===== src/rtl/pc_pkg.sv =====
`default_nettype none
// ============================================================================
//  Module   : pc_pkg
//  Purpose  : Next-PC select encoding and default vector constants.
//  Revision : 1.0
// ============================================================================
package pc_pkg;

    typedef enum logic [2:0] {
        SEL_EXC  = 3'd0,
        SEL_HOLD = 3'd1,
        SEL_BR   = 3'd2,
        SEL_JMP  = 3'd3,
        SEL_RET  = 3'd4,
        SEL_SEQ  = 3'd5
    } pc_sel_e;

    localparam logic [31:0] c_DEF_RESET_VEC = 32'h0000_0000;
    localparam logic [31:0] c_DEF_EXC_VEC   = 32'h8000_0180;
    localparam int          c_DEF_INC       = 4;

endpackage : pc_pkg
`default_nettype wire


===== src/rtl/pc_sequencer_if.sv =====
`default_nettype none
// ============================================================================
//  Module   : pc_sequencer_if
//  Purpose  : Redirect inputs and fetch-address outputs of the PC sequencer.
//  Revision : 1.0
// ============================================================================
interface pc_sequencer_if #(
    parameter int ADDR_W = 32
);
    logic              Stall;
    logic              Exception;
    logic              BranchTaken;
    logic [ADDR_W-1:0] BranchTarget;
    logic              Jump;
    logic [ADDR_W-1:0] JumpTarget;
    logic              Call;
    logic [ADDR_W-1:0] LinkAddr;
    logic              Ret;
    logic [ADDR_W-1:0] PCResult;
    logic              PCValid;
    logic              RasEmpty;
    logic              RasFull;
    logic              RasOverflow;
    logic              RasUnderflow;

    // Upstream pipeline / hazard unit side.
    modport master (
        output Stall, Exception, BranchTaken, BranchTarget, Jump, JumpTarget,
               Call, LinkAddr, Ret,
        input  PCResult, PCValid, RasEmpty, RasFull, RasOverflow, RasUnderflow
    );

    // Sequencer side.
    modport slave (
        input  Stall, Exception, BranchTaken, BranchTarget, Jump, JumpTarget,
               Call, LinkAddr, Ret,
        output PCResult, PCValid, RasEmpty, RasFull, RasOverflow, RasUnderflow
    );

endinterface : pc_sequencer_if
`default_nettype wire


===== src/rtl/ras_stack.sv =====
`default_nettype none
// ============================================================================
//  Module   : ras_stack
//  Purpose  : Circular return-address stack; a push when full drops the oldest.
//  Revision : 1.0
// ============================================================================
module ras_stack #(
    parameter int ADDR_W    = 32,
    parameter int RAS_DEPTH = 4
) (
    input  wire logic              clk,
    input  wire logic              rst_n,
    input  wire logic              i_push,
    input  wire logic [ADDR_W-1:0] i_push_data,
    input  wire logic              i_pop,
    output      logic [ADDR_W-1:0] o_top,
    output      logic              o_empty,
    output      logic              o_full,
    output      logic              o_overflow
);
    localparam int PTR_W = $clog2(RAS_DEPTH);
    localparam int CNT_W = PTR_W + 1;

    logic [ADDR_W-1:0] r_mem [RAS_DEPTH];
    logic [PTR_W-1:0]  r_top_ptr;
    logic [CNT_W-1:0]  r_count;
    logic              r_overflow;
    logic [PTR_W-1:0]  w_push_ptr;

    // Writing one slot above the top lands on the oldest entry once full.
    assign w_push_ptr = r_top_ptr + PTR_W'(1);
    assign o_empty    = (r_count == '0);
    assign o_full     = (r_count == CNT_W'(RAS_DEPTH));
    assign o_top      = r_mem[r_top_ptr];
    assign o_overflow = r_overflow;

    always_ff @(posedge clk) begin
        if (i_push) begin
            r_mem[w_push_ptr] <= i_push_data;
        end
    end

    always_ff @(posedge clk or negedge rst_n) begin
        if (!rst_n) begin
            r_top_ptr  <= '0;
            r_count    <= '0;
            r_overflow <= 1'b0;
        end else if (i_push) begin
            r_top_ptr <= w_push_ptr;
            if (o_full) begin
                r_overflow <= 1'b1;
            end else begin
                r_count <= r_count + CNT_W'(1);
            end
        end else if (i_pop && !o_empty) begin
            r_top_ptr <= r_top_ptr - PTR_W'(1);
            r_count   <= r_count - CNT_W'(1);
        end
    end

endmodule : ras_stack
`default_nettype wire


===== src/rtl/pc_sequencer.sv =====
`default_nettype none
// ============================================================================
//  Module   : pc_sequencer
//  Purpose  : IF-stage program counter with priority redirect and RAS.
//  Revision : 1.0
// ============================================================================
module pc_sequencer
    import pc_pkg::*;
#(
    parameter int                ADDR_W    = 32,
    parameter logic [ADDR_W-1:0] RESET_VEC = ADDR_W'(c_DEF_RESET_VEC),
    parameter logic [ADDR_W-1:0] EXC_VEC   = ADDR_W'(c_DEF_EXC_VEC),
    parameter int                INC       = c_DEF_INC,
    parameter int                RAS_DEPTH = 4
) (
    input  wire logic          clk,
    input  wire logic          rst_n,
    pc_sequencer_if.slave      bus
);
    logic [ADDR_W-1:0] r_pc;
    logic              r_valid;
    logic              r_underflow;

    pc_sel_e           w_sel;
    logic              w_ret_empty;
    logic [ADDR_W-1:0] w_target;
    logic [ADDR_W-1:0] w_next_pc;
    logic              w_push;
    logic              w_pop;
    logic [ADDR_W-1:0] w_ras_top;
    logic              w_ras_empty;
    logic              w_ras_full;
    logic              w_ras_overflow;

    always_comb begin
        w_sel       = SEL_SEQ;
        w_ret_empty = 1'b0;
        if (bus.Exception) begin
            w_sel = SEL_EXC;
        end else if (bus.Stall) begin
            w_sel = SEL_HOLD;
        end else if (bus.BranchTaken) begin
            w_sel = SEL_BR;
        end else if (bus.Jump) begin
            w_sel = SEL_JMP;
        end else if (bus.Ret) begin
            // A return with nothing stacked falls through to sequential fetch.
            if (w_ras_empty) begin
                w_ret_empty = 1'b1;
            end else begin
                w_sel = SEL_RET;
            end
        end
    end

    always_comb begin
        w_target = '0;
        case (w_sel)
            SEL_EXC:  w_target = EXC_VEC;
            SEL_BR:   w_target = bus.BranchTarget;
            SEL_JMP:  w_target = bus.JumpTarget;
            SEL_RET:  w_target = w_ras_top;
            default:  w_target = '0;
        endcase
    end

    always_comb begin
        case (w_sel)
            SEL_HOLD: w_next_pc = r_pc;
            SEL_SEQ:  w_next_pc = r_pc + ADDR_W'(INC);
            default:  w_next_pc = {w_target[ADDR_W-1:2], 2'b00};
        endcase
    end

    // The first edge out of reset only starts fetching at RESET_VEC.
    assign w_push = r_valid && (w_sel == SEL_JMP) && bus.Call;
    assign w_pop  = r_valid && (w_sel == SEL_RET);

    ras_stack #(
        .ADDR_W    (ADDR_W),
        .RAS_DEPTH (RAS_DEPTH)
    ) u_ras (
        .clk         (clk),
        .rst_n       (rst_n),
        .i_push      (w_push),
        .i_push_data (bus.LinkAddr),
        .i_pop       (w_pop),
        .o_top       (w_ras_top),
        .o_empty     (w_ras_empty),
        .o_full      (w_ras_full),
        .o_overflow  (w_ras_overflow)
    );

    always_ff @(posedge clk or negedge rst_n) begin
        if (!rst_n) begin
            r_pc        <= RESET_VEC;
            r_valid     <= 1'b0;
            r_underflow <= 1'b0;
        end else if (!r_valid) begin
            r_valid     <= 1'b1;
            r_underflow <= 1'b0;
        end else begin
            r_pc        <= w_next_pc;
            r_underflow <= w_ret_empty;
        end
    end

    assign bus.PCResult     = r_pc;
    assign bus.PCValid      = r_valid;
    assign bus.RasEmpty     = w_ras_empty;
    assign bus.RasFull      = w_ras_full;
    assign bus.RasOverflow  = w_ras_overflow;
    assign bus.RasUnderflow = r_underflow;

endmodule : pc_sequencer
`default_nettype wire


===== src/flat_wrapper.sv =====
// flat-port wrapper written by rule: the top's interface ports become plain ports
module pc_sequencer_flat import pc_pkg::*;
#(
    parameter int                ADDR_W    = 32,
    parameter logic [ADDR_W-1:0] RESET_VEC = ADDR_W'(c_DEF_RESET_VEC),
    parameter logic [ADDR_W-1:0] EXC_VEC   = ADDR_W'(c_DEF_EXC_VEC),
    parameter int                INC       = c_DEF_INC,
    parameter int                RAS_DEPTH = 4
)
  (clk, rst_n, bus_Stall, bus_Exception, bus_BranchTaken, bus_BranchTarget, bus_Jump, bus_JumpTarget, bus_Call, bus_LinkAddr, bus_Ret, bus_PCResult, bus_PCValid, bus_RasEmpty, bus_RasFull, bus_RasOverflow, bus_RasUnderflow);
  pc_sequencer_if #(.ADDR_W(ADDR_W)) bus_i ();
  input  wire logic clk;
  input  wire logic rst_n;
  input wire logic [$bits(bus_i.Stall)-1:0] bus_Stall;
  input wire logic [$bits(bus_i.Exception)-1:0] bus_Exception;
  input wire logic [$bits(bus_i.BranchTaken)-1:0] bus_BranchTaken;
  input wire logic [$bits(bus_i.BranchTarget)-1:0] bus_BranchTarget;
  input wire logic [$bits(bus_i.Jump)-1:0] bus_Jump;
  input wire logic [$bits(bus_i.JumpTarget)-1:0] bus_JumpTarget;
  input wire logic [$bits(bus_i.Call)-1:0] bus_Call;
  input wire logic [$bits(bus_i.LinkAddr)-1:0] bus_LinkAddr;
  input wire logic [$bits(bus_i.Ret)-1:0] bus_Ret;
  output wire logic [$bits(bus_i.PCResult)-1:0] bus_PCResult;
  output wire logic [$bits(bus_i.PCValid)-1:0] bus_PCValid;
  output wire logic [$bits(bus_i.RasEmpty)-1:0] bus_RasEmpty;
  output wire logic [$bits(bus_i.RasFull)-1:0] bus_RasFull;
  output wire logic [$bits(bus_i.RasOverflow)-1:0] bus_RasOverflow;
  output wire logic [$bits(bus_i.RasUnderflow)-1:0] bus_RasUnderflow;
  assign bus_i.Stall = bus_Stall;
  assign bus_i.Exception = bus_Exception;
  assign bus_i.BranchTaken = bus_BranchTaken;
  assign bus_i.BranchTarget = bus_BranchTarget;
  assign bus_i.Jump = bus_Jump;
  assign bus_i.JumpTarget = bus_JumpTarget;
  assign bus_i.Call = bus_Call;
  assign bus_i.LinkAddr = bus_LinkAddr;
  assign bus_i.Ret = bus_Ret;
  assign bus_PCResult = bus_i.PCResult;
  assign bus_PCValid = bus_i.PCValid;
  assign bus_RasEmpty = bus_i.RasEmpty;
  assign bus_RasFull = bus_i.RasFull;
  assign bus_RasOverflow = bus_i.RasOverflow;
  assign bus_RasUnderflow = bus_i.RasUnderflow;
  pc_sequencer #(.ADDR_W(ADDR_W), .RESET_VEC(RESET_VEC), .EXC_VEC(EXC_VEC), .INC(INC), .RAS_DEPTH(RAS_DEPTH)) u_core (.clk(clk), .rst_n(rst_n), .bus(bus_i));
endmodule

===== config.mk =====
export PLATFORM = sky130hd
export DESIGN_NAME = pc_sequencer_flat
export DESIGN_NICKNAME = d
export VERILOG_FILES = /design/src/rtl/pc_pkg.sv /design/src/rtl/pc_sequencer_if.sv /design/src/rtl/ras_stack.sv /design/src/rtl/pc_sequencer.sv /design/src/flat_wrapper.sv
export SDC_FILE = /design/constraint.sdc
export NUM_CORES = 1
export LEC_CHECK = 0
export ABC_AREA = 1
export BUFFER_PORTS_ARGS = -buffer_cell sky130_fd_sc_hd__buf_2
export CORE_UTILIZATION = 60
export CTS_CLUSTER_DIAMETER = 80
export DETAILED_ROUTE_END_ITERATION = 10
export GPL_TIMING_DRIVEN = 0
export HOLD_SLACK_MARGIN = 0.02
export PLACE_DENSITY_LB_ADDON = 0.15
export SLEW_MARGIN = 20
export SYNTH_ARGS = -nofsm -noshare
export SYNTH_HDL_FRONTEND = slang
export SYNTH_SLANG_ARGS = --single-unit
export TNS_END_PERCENT = 5

===== constraint.sdc =====
create_clock -name clk -period 4.17 [get_ports clk]
set_clock_uncertainty 0.05 [all_clocks]
set_input_delay 0.2085 -clock clk [delete_from_list [all_inputs] [get_ports clk]]
set_output_delay 0.2085 -clock clk [all_outputs]
set_load 0.1 [all_outputs]

-- After elaboration in Yosys (flattened, before gate mapping)
Memories as Yosys holds them, arrays and structs flattened.
Index checks and enable logic that the tools add are counted.
- flip-flop bits (word level): 40
- RAM bits: 128
- bits of input ports: 104
- output and inout bits: 37
- logic and storage cells: 53
- memories: 1
- add/sub/neg operators: 5
- eq/ne operators: 7
- mux-type cells: 22
- bitwise operators: 1
- reductions and logical operators: 11
- memories (memory ; depth ; width ; rd ports ; clocked after memory_dff ; wr ports ; line ; source):
    u_core.u_ras.r_mem ; 4 ; 32 ; 1 ; 0 ; 1 ; ras_stack.sv:24 ; logic [ADDR_W-1:0] r_mem [RAS_DEPTH];
- operators with widths (cell ; count):
    case mux 32 bit (4 select lines) ; 1
    case mux 32 bit (2 select lines) ; 1
    adder 32 x 3 -> 32 bit, second input constant ; 1
    two-way mux 3 bit ; 8
    two-way mux 1 bit ; 10
    equality test 3 bit, second input constant ; 3
    equality test 3 x 2 -> 1 bit, second input constant ; 2
    zero test 3 bit ; 2
    AND reduction 2 bit ; 3
    logical AND 1 bit ; 4
    two-way mux 2 bit ; 2
    adder 3 x 1 -> 3 bit, second input constant ; 1
    equality test 3 x 1 -> 1 bit, second input constant ; 1
    subtractor 3 x 1 -> 3 bit, second input constant ; 1
    adder 2 x 1 -> 2 bit, second input constant ; 1
    != test 2 bit, second input constant ; 1
    nonzero test 2 bit ; 1
    subtractor 2 x 1 -> 2 bit, second input constant ; 1
    zero test 1 bit ; 1
    inverter 1 bit ; 1

-- Depth between registers and ports, before layout
- depth in word-level cells: 12
- gate-level depth with buffers: 12
- depth with buffers taken out: 11

-- Cells and area by module
From an unflattened synthesis, not the netlist that was laid out.
- cells, all modules: 910
- area total of the unflattened synthesis: 8550.7 um^2
- modules (own cells, without submodules) (module ; instances ; cells an instance ; area an instance (um^2) ; sequential area each (um^2)):
    ras_stack ; 1 ; 365 ; 5487.8 ; 3993.8
    pc_sequencer ; 1 ; 545 ; 3062.9 ; 800.8

-- Least setup slack after synthesis
No wires, ideal clock.
- path kind: register -> register
- start point: reg u_core.u_ras.r_count[0]
- end point: reg u_core.u_ras.r_count[0]
- setup time: 128 ps
- data arrival time: 3145 ps
- data required time: 3992 ps
- path slack: 847 ps
- stages on the path, launching flop included: 5
- buffers on the path: 0
- clock period less this slack: 3323 ps
- path through: dfrtp_1 > nor3_1 > nand2_1 > a21boi_4 > xor2_1
- elaborated cells on any way between the ends: 23
- those cells by class: 2 x add/sub; 4 x eq/ne; 9 x mux; 8 x reduce/logical
- RTL lines (what ; line ; source):
    start: declaration ; ras_stack.sv:26 ; logic [CNT_W-1:0] r_count;
    start signal: assignment ; ras_stack.sv:53 ; r_count <= r_count + CNT_W'(1);
    start signal: assignment ; ras_stack.sv:57 ; r_count <= r_count - CNT_W'(1);
    equality test 3 bit ; ras_stack.sv:33 ; assign o_full = (r_count == CNT_W'(RAS_DEPTH));
    net bus_RasFull ; flat_wrapper.sv:26 ; output wire logic [$bits(bus_i.RasFull)-1:0] bus_RasFull;
    != test 2 bit (no source line) ; n/a ;
    AND reduction 2 bit (no source line) ; n/a ;
The timed path passes the listed nets, and every way through them passes these cells. The select of a mux whose other input is x is not followed.
A chain may end at the register's enable or synchronous reset.

-- Worst setup path after layout
- start point: reg u_core.u_ras.r_top_ptr[0]
- end point: mem u_core.u_ras.r_mem[3][4], enable pin
- word-level cells in the longest chain between the ends: 1
- ends and longest elaborated chain (what ; line ; source):
    start: declaration ; ras_stack.sv:25 ; logic [PTR_W-1:0] r_top_ptr;
    start signal: assignment ; ras_stack.sv:49 ; r_top_ptr <= w_push_ptr;
    start signal: assignment ; ras_stack.sv:56 ; r_top_ptr <= r_top_ptr - PTR_W'(1);
    adder 2 x 1 -> 2 bit ; ras_stack.sv:31 ; assign w_push_ptr = r_top_ptr + PTR_W'(1);
    end: declaration ; ras_stack.sv:24 ;
No other way between the ends.

==> results.cfg <==
[global_routing]
track_usage = 0.344
grt_pass1_wl_mm = 33.7
antenna_found_initial = 0
grt_remaining_overflow = 0
grt_pass1_vias = 6557
grt_max_degree = 39

[final_layout]
multi_input_area_mm2 = 0.00295
seqCellArea_mm2 = 0.00455
post_route_cells_drive_above_1_share = 0.207
utilization = 0.770
fin_nets = 1192
nFillCells = 894
diodes = 0
finalNonFillerCells = 1267
stdcell_area_mm2 = 0.00979
syn2layout_area_growth_pct = 23.8

[min_path]
hp-start = bus_BranchTaken
min_path_type = in2reg
whs_path_depth = 4
worstHoldEndpoint = u_core.bus.RasUnderflow

[routing]
wl_per_cell_um = 17.6
drc = 0
initialDrtViolationCount = 782
drtAntennaViolNets = 0
vias = 7071
viasPerCell = 5.58
firstDrtPassIters = 6
routed_wl_mm = 22.3

[sta]
min_period_ps = 2230
max_freq_mhz = 448
finalSetupViolations = 0
worst-slew-pin-transition_ps = 929
tns_ps = 0
fin_hold_ws_ps = 85.8
finalHoldViolCount = 0
period_share = 0.535
rsz0062_at_grt = no
slew_violations = 0
slew_headroom = 0.381

[clock_tree]
cts_tree = built
cts_buffer_depth = 2
cts-root-buf = clkbuf_16
ctsResizeCount = 0
cts_setup_buffers = 0
clk_latency_ps = 440
cts.sinks = 158
clk_pin_slew_ps = 70
cts_max_level = 4
cts_made_buffers = 17

[placement]
portBuffers = 132
place_area_mm2 = 0.00892
numPlacedInstances = 1203
dpl.hpwl_mm = 15.0
gp_congestion = 0.972

[synthesis]
synthCells = 894
yosysTopAreaCell = edfxtp_1
yosys_warnings = 0
synth-seq-cells = 158
yosysTopAreaCellShare = 0.456
avgSynthCellArea_um2 = 8.85
synthesis.area_mm2 = 0.00791
synthTopCellsByArea = edfxtp_1 46%, dfrtp_1 12%, nand2_1 11%, nor2_1 8.6%, o21ai_0 4.5%
yosysUniqueCellTypes = 39
ys_seq_area_frac = 0.576

[critical_path]
reg2reg_from = u_core.u_ras.r_top_ptr[0]
regToRegEndpoint = u_core.u_ras.r_mem[3][4]
cp_data_required_time_ps = 4260
ff2ff_path_depth = 7
worst_ep_arrival_time_ps = 2330
crit_path_end_kind = flip-flop
path_max_fanout = 16
path_class = reg2reg
reg2reg_slack_ps = 1940
crit_path_start_kind = flip-flop

[power_and_ir_drop]
ir_drop_mv = 0.443
power_density_mw_per_mm2 = 498
p_leak_nw = 4.16

[die]
core_mm2 = 0.0127
fp.dieW_um = 117
rows = 41
io_pins = 141
start_util = 0.622
dieArea_mm2 = 0.0136
die_height_um = 117

[status]
status = finished, final reports clean

[flow_run]
maxCapViolations = 0
layer usage:
layer,wire length [um],global-route usage,up-vias
met5,0,0,-
met4,831,0.158,0
met3,1630,0.0731,73
met2,11200,0.580,355
met1,8710,0.429,3310
li1,-,-,3333
timing repair:
| action | in CTS | in global routing |
|---|---|---|
| hold buffers | 32 | 0 |
| endpoints found under the hold margin | 159 | 0 |
| setup endpoints to repair | 0 | 0 |
state kept, by name, indices dropped and copies added, names as in the netlist:
signal	cells
u_core.u_ras.r_mem	120
u_core.bus.PCResult	30
u_core.u_ras.r_count	3
u_core.u_ras.r_top_ptr	2
u_core.bus.PCValid	1
u_core.bus.RasUnderflow	1
u_core.u_ras.o_overflow	1
logic make-up after synthesis:
kind of cell,share of synthesized area
compound gates,0.0782
xor+xnor,0.0122
fa+ha+maj,0.0104
buf+inv,0.0551
flops,0.576
other cells,0.000950
simple gates,0.267
synthesized netlist by cell type (all sizes together):
| library cell | count |
|---|---|
| xor2 | 7 |
| inv | 51 |
| dfrtp | 38 |
| xnor2 | 4 |
| nand3b | 8 |
| o21ai | 74 |
| o21bai | 1 |
| conb | 2 |
| edfxtp | 120 |
| a21oi | 29 |
| ha | 5 |
| nor2 | 187 |
| clkbuf | 8 |
| o22ai | 8 |
| nor3 | 3 |
| a21boi | 3 |
| nand3 | 60 |
| and3 | 2 |
| nor4 | 1 |
| buf | 31 |
| or2 | 2 |
| nand2 | 245 |
| nand4 | 4 |
| fa | 1 |
power breakdown:
part / switching, W / internal (W) / leakage (nW)
clock: 0.000698 / 0.000782 / 0.273
sequential: 0.0000845 / 0.00176 / 1.55
combinational: 0.00113 / 0.000425 / 2.34
layout make-up:
cell class	count	share of cell area
flip-flops and latches	158	0.465
multi-input cells	647	0.302
repair buffers	168	0.111
clock buffers	17	0.0434
plain buffers	39	0.0247
well taps	172	0.0220
inverters	51	0.0198
clock inverters	15	0.0128
worst max-delay path by stage:
stage                                           end                       from  slack (ps)  depth (start not counted)
final                      u_core.u_ras.r_mem[3][4]  u_core.u_ras.r_top_ptr[0]        1940                          7
after global routing      u_core.u_ras.r_mem[3][12]  u_core.u_ras.r_top_ptr[0]        1840                          7
after CTS                 u_core.u_ras.r_mem[3][12]  u_core.u_ras.r_top_ptr[0]        1940                          7
after detailed placement  u_core.u_ras.r_mem[3][25]  u_core.u_ras.r_top_ptr[0]        1970                          7
after global placement    u_core.u_ras.r_mem[1][27]  u_core.u_ras.r_top_ptr[0]         440                          6
after floorplan             u_core.u_ras.r_count[0]    u_core.u_ras.r_count[0]         850                          4
stage by stage:
| stage | power [W] | setup WS (ps) |
|---|---|---|
| 4_1_cts | 0.00483 | 1940 |
| 3_5_place_dp | 0.00336 | 1970 |
| 2_1_floorplan | 0.00290 | 847 |
| 5_1_grt | 0.00505 | 1840 |
| 6_report | 0.00488 | 1940 |
| 3_3_place_gp | 0.00331 | 437 |
layout by cell type (no fill, tap or decap), types with 17 or more instances in the layout:
cell type	synthesis	final
o21ai_0	71	71
clkbuf_16	0	17
nand3_1	58	58
nand2_1	240	240
dlygate4sd3_1	0	32
dfrtp_1	38	38
edfxtp_1	120	120
inv_1	46	46
a21oi_1	26	26
buf_2	18	150
nor2_1	182	178
worst max-delay path: stages (launching register included):
cell and delay, ps:
dfrtp_1 410, buf_4 190, inv_2 100, buf_2 240, ha_1 180, inv_1 60
nor2_4 480, buf_16 230
No activity file was read; power rests on OpenSTA's default activity.
